===== src/rtl/trng_sample_ctrl.sv =====
// rtl/trng_sample_ctrl.sv - RO entropy sequencer: warm-up, paced sample strobes, 1-entry word buffer.
// Optional repetition-count health test enabled by defining TRNG_HEALTH_EN.
module trng_sample_ctrl #(
    parameter int SAMPLE_DIV    = 16,
    parameter int WARMUP_CYCLES = 256,
    parameter int RCT_LIMIT     = 32
) (
    input  logic        clk,
    input  logic        rst_n,
    input  logic        start,
    input  logic        stop,
    input  logic        raw_bit,
    output logic        ro_en,
    output logic        coll_clr,
    output logic        sample_bit,
    output logic        sample_valid,
    input  logic [63:0] word_in,
    input  logic        word_in_valid,
    output logic [63:0] word_out,
    output logic        word_out_valid,
    input  logic        word_out_ready,
    output logic        busy,
    output logic        overflow,
    output logic        health_fail
);

    localparam int DIV_W = $clog2(SAMPLE_DIV);
    localparam int WU_W  = $clog2(WARMUP_CYCLES + 1);
    localparam logic [DIV_W-1:0] DIV_RELOAD = DIV_W'(SAMPLE_DIV - 1);
    localparam logic [WU_W-1:0]  WU_LAST    = WU_W'(WARMUP_CYCLES - 1);

    if (SAMPLE_DIV < 2 || WARMUP_CYCLES < 1 || RCT_LIMIT < 2) begin : g_bad_param
        $error("trng_sample_ctrl: parameter out of range");
    end

    typedef enum logic [1:0] {
        S_IDLE   = 2'd0,
        S_WARMUP = 2'd1,
        S_SAMPLE = 2'd2,
        S_HOLD   = 2'd3
    } state_t;

    state_t            r_state;
    logic [WU_W-1:0]   r_wu_cnt;
    logic [DIV_W-1:0]  r_div_cnt;
    logic [5:0]        r_bit_cnt;
    logic              r_ro_en;
    logic              r_coll_clr;
    logic              r_sample_bit;
    logic              r_sample_valid;
    logic              r_busy;
    logic [63:0]       r_word_out;
    logic              r_word_out_valid;
    logic              r_overflow;

    state_t            w_state_nxt;
    logic [WU_W-1:0]   w_wu_nxt;
    logic [DIV_W-1:0]  w_div_nxt;
    logic [5:0]        w_bit_nxt;
    logic              w_strobe;
    logic              w_abort;
    logic              w_rct_trip;
    logic              w_start_ok;

`ifdef TRNG_HEALTH_EN
    localparam int RCT_W = $clog2(RCT_LIMIT + 1);
    localparam logic [RCT_W-1:0] RCT_MAX = RCT_W'(RCT_LIMIT);

    logic [RCT_W-1:0] r_rct_cnt;
    logic             r_health_fail;

    assign w_rct_trip  = (r_rct_cnt == RCT_MAX);
    assign w_start_ok  = !r_health_fail;
    assign health_fail = r_health_fail;

    // rct_cnt==0 marks "no previous bit yet", so the first strobe after a start counts as 1
    always_ff @(posedge clk or negedge rst_n) begin
        if (!rst_n) begin
            r_rct_cnt     <= '0;
            r_health_fail <= 1'b0;
        end else begin
            if (w_abort) begin
                r_rct_cnt <= '0;
            end else if (w_strobe) begin
                if (r_rct_cnt == '0 || raw_bit != r_sample_bit) begin
                    r_rct_cnt <= RCT_W'(1);
                end else if (r_rct_cnt != RCT_MAX) begin
                    r_rct_cnt <= r_rct_cnt + RCT_W'(1);
                end
            end
            if (w_abort && w_rct_trip) begin
                r_health_fail <= 1'b1;
            end
        end
    end
`else
    assign w_rct_trip  = 1'b0;
    assign w_start_ok  = 1'b1;
    assign health_fail = 1'b0;
`endif

    always_comb begin
        w_state_nxt = r_state;
        w_wu_nxt    = r_wu_cnt;
        w_div_nxt   = r_div_cnt;
        w_bit_nxt   = r_bit_cnt;
        w_strobe    = 1'b0;
        w_abort     = 1'b0;

        case (r_state)
            S_IDLE: begin
                w_wu_nxt = '0;
                if (start && !stop && w_start_ok) begin
                    w_state_nxt = S_WARMUP;
                end
            end
            S_WARMUP: begin
                if (r_wu_cnt == WU_LAST) begin
                    w_state_nxt = S_SAMPLE;
                    w_wu_nxt    = '0;
                    w_div_nxt   = DIV_RELOAD;
                end else begin
                    w_wu_nxt = r_wu_cnt + WU_W'(1);
                end
            end
            S_SAMPLE: begin
                if (r_div_cnt != '0) begin
                    w_div_nxt = r_div_cnt - DIV_W'(1);
                end else if (r_bit_cnt == 6'd63 && r_word_out_valid) begin
                    // Completing this word now would collide with the still-full buffer
                    w_state_nxt = S_HOLD;
                end else begin
                    w_strobe = 1'b1;
                end
            end
            S_HOLD: begin
                if (!r_word_out_valid) begin
                    w_state_nxt = S_SAMPLE;
                    w_strobe    = 1'b1;
                end
            end
            default: w_state_nxt = S_IDLE;
        endcase

        if (w_strobe) begin
            w_div_nxt = DIV_RELOAD;
            w_bit_nxt = r_bit_cnt + 6'd1;
        end

        if ((stop || w_rct_trip) && r_state != S_IDLE) begin
            w_abort     = 1'b1;
            w_strobe    = 1'b0;
            w_state_nxt = S_IDLE;
            w_wu_nxt    = '0;
            w_div_nxt   = '0;
            w_bit_nxt   = '0;
        end
    end

    always_ff @(posedge clk or negedge rst_n) begin
        if (!rst_n) begin
            r_state        <= S_IDLE;
            r_wu_cnt       <= '0;
            r_div_cnt      <= '0;
            r_bit_cnt      <= '0;
            r_ro_en        <= 1'b0;
            r_busy         <= 1'b0;
            r_coll_clr     <= 1'b0;
            r_sample_valid <= 1'b0;
            r_sample_bit   <= 1'b0;
        end else begin
            r_state        <= w_state_nxt;
            r_wu_cnt       <= w_wu_nxt;
            r_div_cnt      <= w_div_nxt;
            r_bit_cnt      <= w_bit_nxt;
            r_ro_en        <= (w_state_nxt != S_IDLE);
            r_busy         <= (w_state_nxt != S_IDLE);
            r_coll_clr     <= w_abort;
            r_sample_valid <= w_strobe;
            if (w_strobe) begin
                r_sample_bit <= raw_bit;
            end
        end
    end

    // A word arriving into a full, non-draining buffer is dropped and flagged
    always_ff @(posedge clk or negedge rst_n) begin
        if (!rst_n) begin
            r_word_out       <= '0;
            r_word_out_valid <= 1'b0;
            r_overflow       <= 1'b0;
        end else if (word_in_valid) begin
            if (!r_word_out_valid || word_out_ready) begin
                r_word_out       <= word_in;
                r_word_out_valid <= 1'b1;
            end else begin
                r_overflow <= 1'b1;
            end
        end else if (r_word_out_valid && word_out_ready) begin
            r_word_out_valid <= 1'b0;
        end
    end

    assign ro_en          = r_ro_en;
    assign busy           = r_busy;
    assign coll_clr       = r_coll_clr;
    assign sample_valid   = r_sample_valid;
    assign sample_bit     = r_sample_bit;
    assign word_out       = r_word_out;
    assign word_out_valid = r_word_out_valid;
    assign overflow       = r_overflow;

endmodule

===== config.mk =====
export PLATFORM = sky130hd
export DESIGN_NAME = trng_sample_ctrl
export DESIGN_NICKNAME = d
export VERILOG_FILES = /design/src/rtl/trng_sample_ctrl.sv
export SDC_FILE = /design/constraint.sdc
export NUM_CORES = 1
export LEC_CHECK = 0
export CAP_MARGIN = 20
export CORE_MARGIN = 4
export CORE_UTILIZATION = 43
export CTS_CLUSTER_SIZE = 20
export DETAILED_ROUTE_END_ITERATION = 6
export PLACE_DENSITY = 0.78
export REMOVE_ABC_BUFFERS = 1
export SLEW_MARGIN = 20
export SYNTH_ARGS = -nofsm -noshare
export SYNTH_HDL_FRONTEND = slang
export SYNTH_SLANG_ARGS = --single-unit

===== constraint.sdc =====
create_clock -name clk -period 2.2 [get_ports clk]
set_clock_uncertainty 0.1 [all_clocks]
set_input_delay 0.33 -clock clk [delete_from_list [all_inputs] [get_ports clk]]
set_output_delay 0.33 -clock clk [all_outputs]
set_load 0.02 [all_outputs]

==> metrics.log <==
[metrics] vias in the first global route: between 2,000 and 3,000
[metrics] count of input and output buffers: between 100 and 150
[metrics] cell at the root of the clock tree: sky130_fd_sc_hd__clkbuf_8
[metrics] cell area after synthesis: ~0.0038 mm2
[metrics] worst-case reg-to-reg path depth: 6
[metrics] IR Drop Worst-Case VDD: 488 uV
[metrics] post-route standard cell area excluding fillers: around 0.0057 mm2
[metrics] Initial Utilization: 44.0%
[metrics] RePlAce Congestion: approximately 0.84
[metrics] worst-path fanout max: 4
[metrics] die area: 0.0104 mm2
[metrics] setup repair after global routing missed its margin: no
[metrics] I/O pins: between 100 and 150
[metrics] post-DR vias/cell: roughly 5.1
[metrics] Power, Total: approximately 4.2 mW
[metrics] remaining antenna violation count after routing: 0
[metrics] # H-tree levels: 3
[metrics] Yosys top cell by area: sky130_fd_sc_hd__dfrtp_1
[metrics] area growth from synthesis to layout: 49.1%
[metrics] RR Endpoint: r_div_cnt[1]
[metrics] Worst setup EP type: flip-flop
[metrics] slowest stage delay, CP: around 0.42 ns
[metrics] most used standard cell by instance count after synthesis: sky130_fd_sc_hd__dfrtp_1
[metrics] synthesized flop and latch total: 91
[metrics] placed cells: 537
[metrics] Core Rows: 34
[metrics] asr flop ratio synth: 100%
[metrics] Worst EP arrival: approximately 2.2 ns
[metrics] PD cells: roughly 750 mW/mm2
[metrics] dpl hpwl: approximately 7000 um
[metrics] die height: roughly 100 um
[metrics] number of enable-type register cells in the synthesized netlist: 0
[metrics] Critical Path RT: between 2 and 2.5 ns
[metrics] minimum period implied by the final worst setup slack: about 2.1 ns
[metrics] status: finished, final reports clean
[metrics] chain of cells forming the critical path: inv_2 > ha_2 > nor4b_4 > or3b_4 > o211a_4 > mux2_1
[metrics] vias: around 2,800
[metrics] CTS buffer count: 9
[metrics] Crit path depth: 6
[metrics] first-pass GRT wire length: 14,200 um
[metrics] critical path's slowest cell: sky130_fd_sc_hd__dfrtp_1
[metrics] post-detailed-routing wire length: approximately 9000 um
[metrics] Final Hold Vio Count: 0
[metrics] TritonRoute pass-1 iters: 4
[metrics] antenna violations before repair: 0
[metrics] worst hold-check path type: input port to async pin
[metrics] antenna cell count: 0
[metrics] worst slew pin tran: around 0.5 ns
[metrics] static leakage: around 2.4 nW
[metrics] insertion delay to the later sink of the worst-skew pair: 0.35 ns
[metrics] cell family with the largest share of critical-path delay: simple AND/OR/NAND/NOR gates
[metrics] launch point of the worst reg-to-reg path: r_div_cnt[0]
[metrics] Die W: between 100 and 150 um
[metrics] peak clock frequency supported by timing: 0.488 GHz
[metrics] Avg Cell Area, Syn: around 13 um2
[metrics] Total Neg Setup Slack: 0 ns
[metrics] Final period util: slightly above 90%
[metrics] sequential share of the synthesized area: around three fifths
[metrics] detailed router's first-iteration violation count: 52
[metrics] footprint of the flip-flops and latches: 0.00228 mm2
[metrics] clock tree from TritonCTS: built
[metrics] Max-Cap Viols: 0
[metrics] Most used DFF post-synth: sky130_fd_sc_hd__dfrtp_1
[metrics] Tot GR Track Use: roughly 17%
[metrics] Crit Path Category: flip-flop to flip-flop
[metrics] DRC violations left: 0
[metrics] final routed wire length divided by cell count: around 16 um
[metrics] leading post-synthesis cells by cell area: sky130_fd_sc_hd__dfrtp_1 (60%), sky130_fd_sc_hd__mux2_2 (19%), sky130_fd_sc_hd__nand2_1 (1.7%)
[metrics] share of final-layout standard cells stronger than drive strength 1: between 20% and 30%
[metrics] number of distinct library cell variants in the gate-level netlist after synthesis: 42
[metrics] TritonCTS Sinks: approximately 90
[metrics] CP startpoint: r_div_cnt[0]
[metrics] maximum count of clock buffers along a single path: 2
[metrics] timing endpoint of the critical path: r_div_cnt[1]
[metrics] total congestion overflow after global routing: 0
[metrics] pin count of the biggest net entering global routing: 36
[metrics] post-layout net count: just over 500
[metrics] Non-Filler Instances: roughly 550
[metrics] count of yosys warnings during synthesis: 0
[metrics] clock-pin slew reported for the worst setup and hold paths after clock tree synthesis: ~0.10 ns
[metrics] crit path buf inv count: 1
[metrics] instance area after placement: around 0.0054 mm2
[metrics] fillers: ~670
[metrics] Post-Synthesis Cells: between 200 and 300
[metrics] number of setup violations in the final report: 0
[metrics] area share of the largest cell type after synthesis: 60.0%
[metrics] Rel. slew slack: 66.4%
[metrics] Core Box Area: ~0.0086 mm2
[metrics] CP Launch Type: flip-flop
[metrics] worst hold slack after final layout: 0.355 ns
[metrics] total area of multi-input combinational cells: around 0.0015 mm2
[metrics] Final Slew Violations: 0
[metrics] minimum setup slack among reg-to-reg paths: between 0.1 and 0.15 ns
[metrics] top post-synthesis cells by count: sky130_fd_sc_hd__dfrtp_1 (91), sky130_fd_sc_hd__mux2_2 (65), sky130_fd_sc_hd__nand2_1 (17)
==> power by group <==
group / internal (mW) / leakage [nW] / switching (mW)
clock: 0.568 / 0.103 / 0.608
combinational: 0.605 / 1.15 / 0.479
sequential: 1.86 / 1.10 / 0.107
==> cells by family (layout without fill, tap and decap cells) <==
| kind of cell | count (synthesis) | in the layout | share of synthesized area (%) |
|---|---|---|---|
| other | 1 | 1 | 0.0988 |
| adder cells (fa/ha/maj) | 4 | 4 | 1.32 |
| AO/OA/AOI/OAI | 37 | 37 | 6.69 |
| flip-flops | 91 | 91 | 60.0 |
| AND/OR/NAND/NOR | 60 | 60 | 8.07 |
| buffers and inverters | 18 | 178 | 1.98 |
| XOR/XNOR | 3 | 3 | 0.692 |
| multiplexers | 72 | 72 | 21.2 |
==> stage by stage <==
step	utilization (%)	worst slack, ns
final	65.6	0.149
after global routing	65.6	0.00761
after CTS	65.3	0.112
after detailed placement	62.8	0.124
after global placement	62.8	0.197
after floorplan	-	-0.419
==> flip-flops by register name, indices dropped and copies added, names as in the netlist, 2 cells and up <==
| name | cells |
|---|---|
| r_div_cnt | 4 |
| word_out | 64 |
| r_state | 2 |
| r_bit_cnt | 6 |
| r_wu_cnt | 9 |
==> per-layer routing <==
metal,vias up,wire [um],GRT usage [%]
met5,-,0,0
met4,0,165,6.66
met3,13,452,3.34
met2,79,4810,29.8
met1,1389,3580,22.0
li1,1330,-,-
==> how the worst min path moves through the flow <==
stage,endpoint,slack [ns],depth (start not counted)
global route,word_out[28],0.37,2
floorplan,busy,-0.07,0
global placement,word_out[28],0.20,1
finish,word_out[28],0.35,2
detailed placement,word_out[28],0.19,1
CTS,word_out[28],0.35,2
==> placed cells by master (no fill, tap or decap), drive strengths merged, types with 2 or more instances in the layout <==
| cell | n |
|---|---|
| nand2 | 17 |
| inv | 7 |
| o21ai | 5 |
| a21o | 2 |
| o21a | 2 |
| clkdlybuf4s50 | 140 |
| mux2 | 67 |
| a21oi | 8 |
| o211a | 3 |
| mux2i | 5 |
| and3 | 2 |
| a31oi | 3 |
| buf | 15 |
| clkbuf | 10 |
| a31o | 2 |
| nor3 | 4 |
| ha | 4 |
| nand4 | 3 |
| nand3 | 5 |
| nor4 | 2 |
| nor2 | 12 |
| a211oi | 4 |
| xor2 | 3 |
| dfrtp | 91 |
| clkinv | 3 |
| o31ai | 2 |
| nand2b | 8 |
==> final cells by class <==
class	count	area share (%)
Inverter	6	0.398
Tap cell	108	2.39
Clock buffer	10	2.43
Multi-Input combinational cell	177	25.9
Clock inverter	6	1.28
Sequential cell	91	40.2
Timing Repair Buffer	156	27.4
==> timing repair <==
action | CTS | global route
gates resized for setup | 0 | 5
setup endpoints to repair | 0 | 3
hold endpoints to repair | 29 | 0
hold buffers | 1 | 0
buffers inserted | 0 | 0
Power figures use the tool's default switching activity.
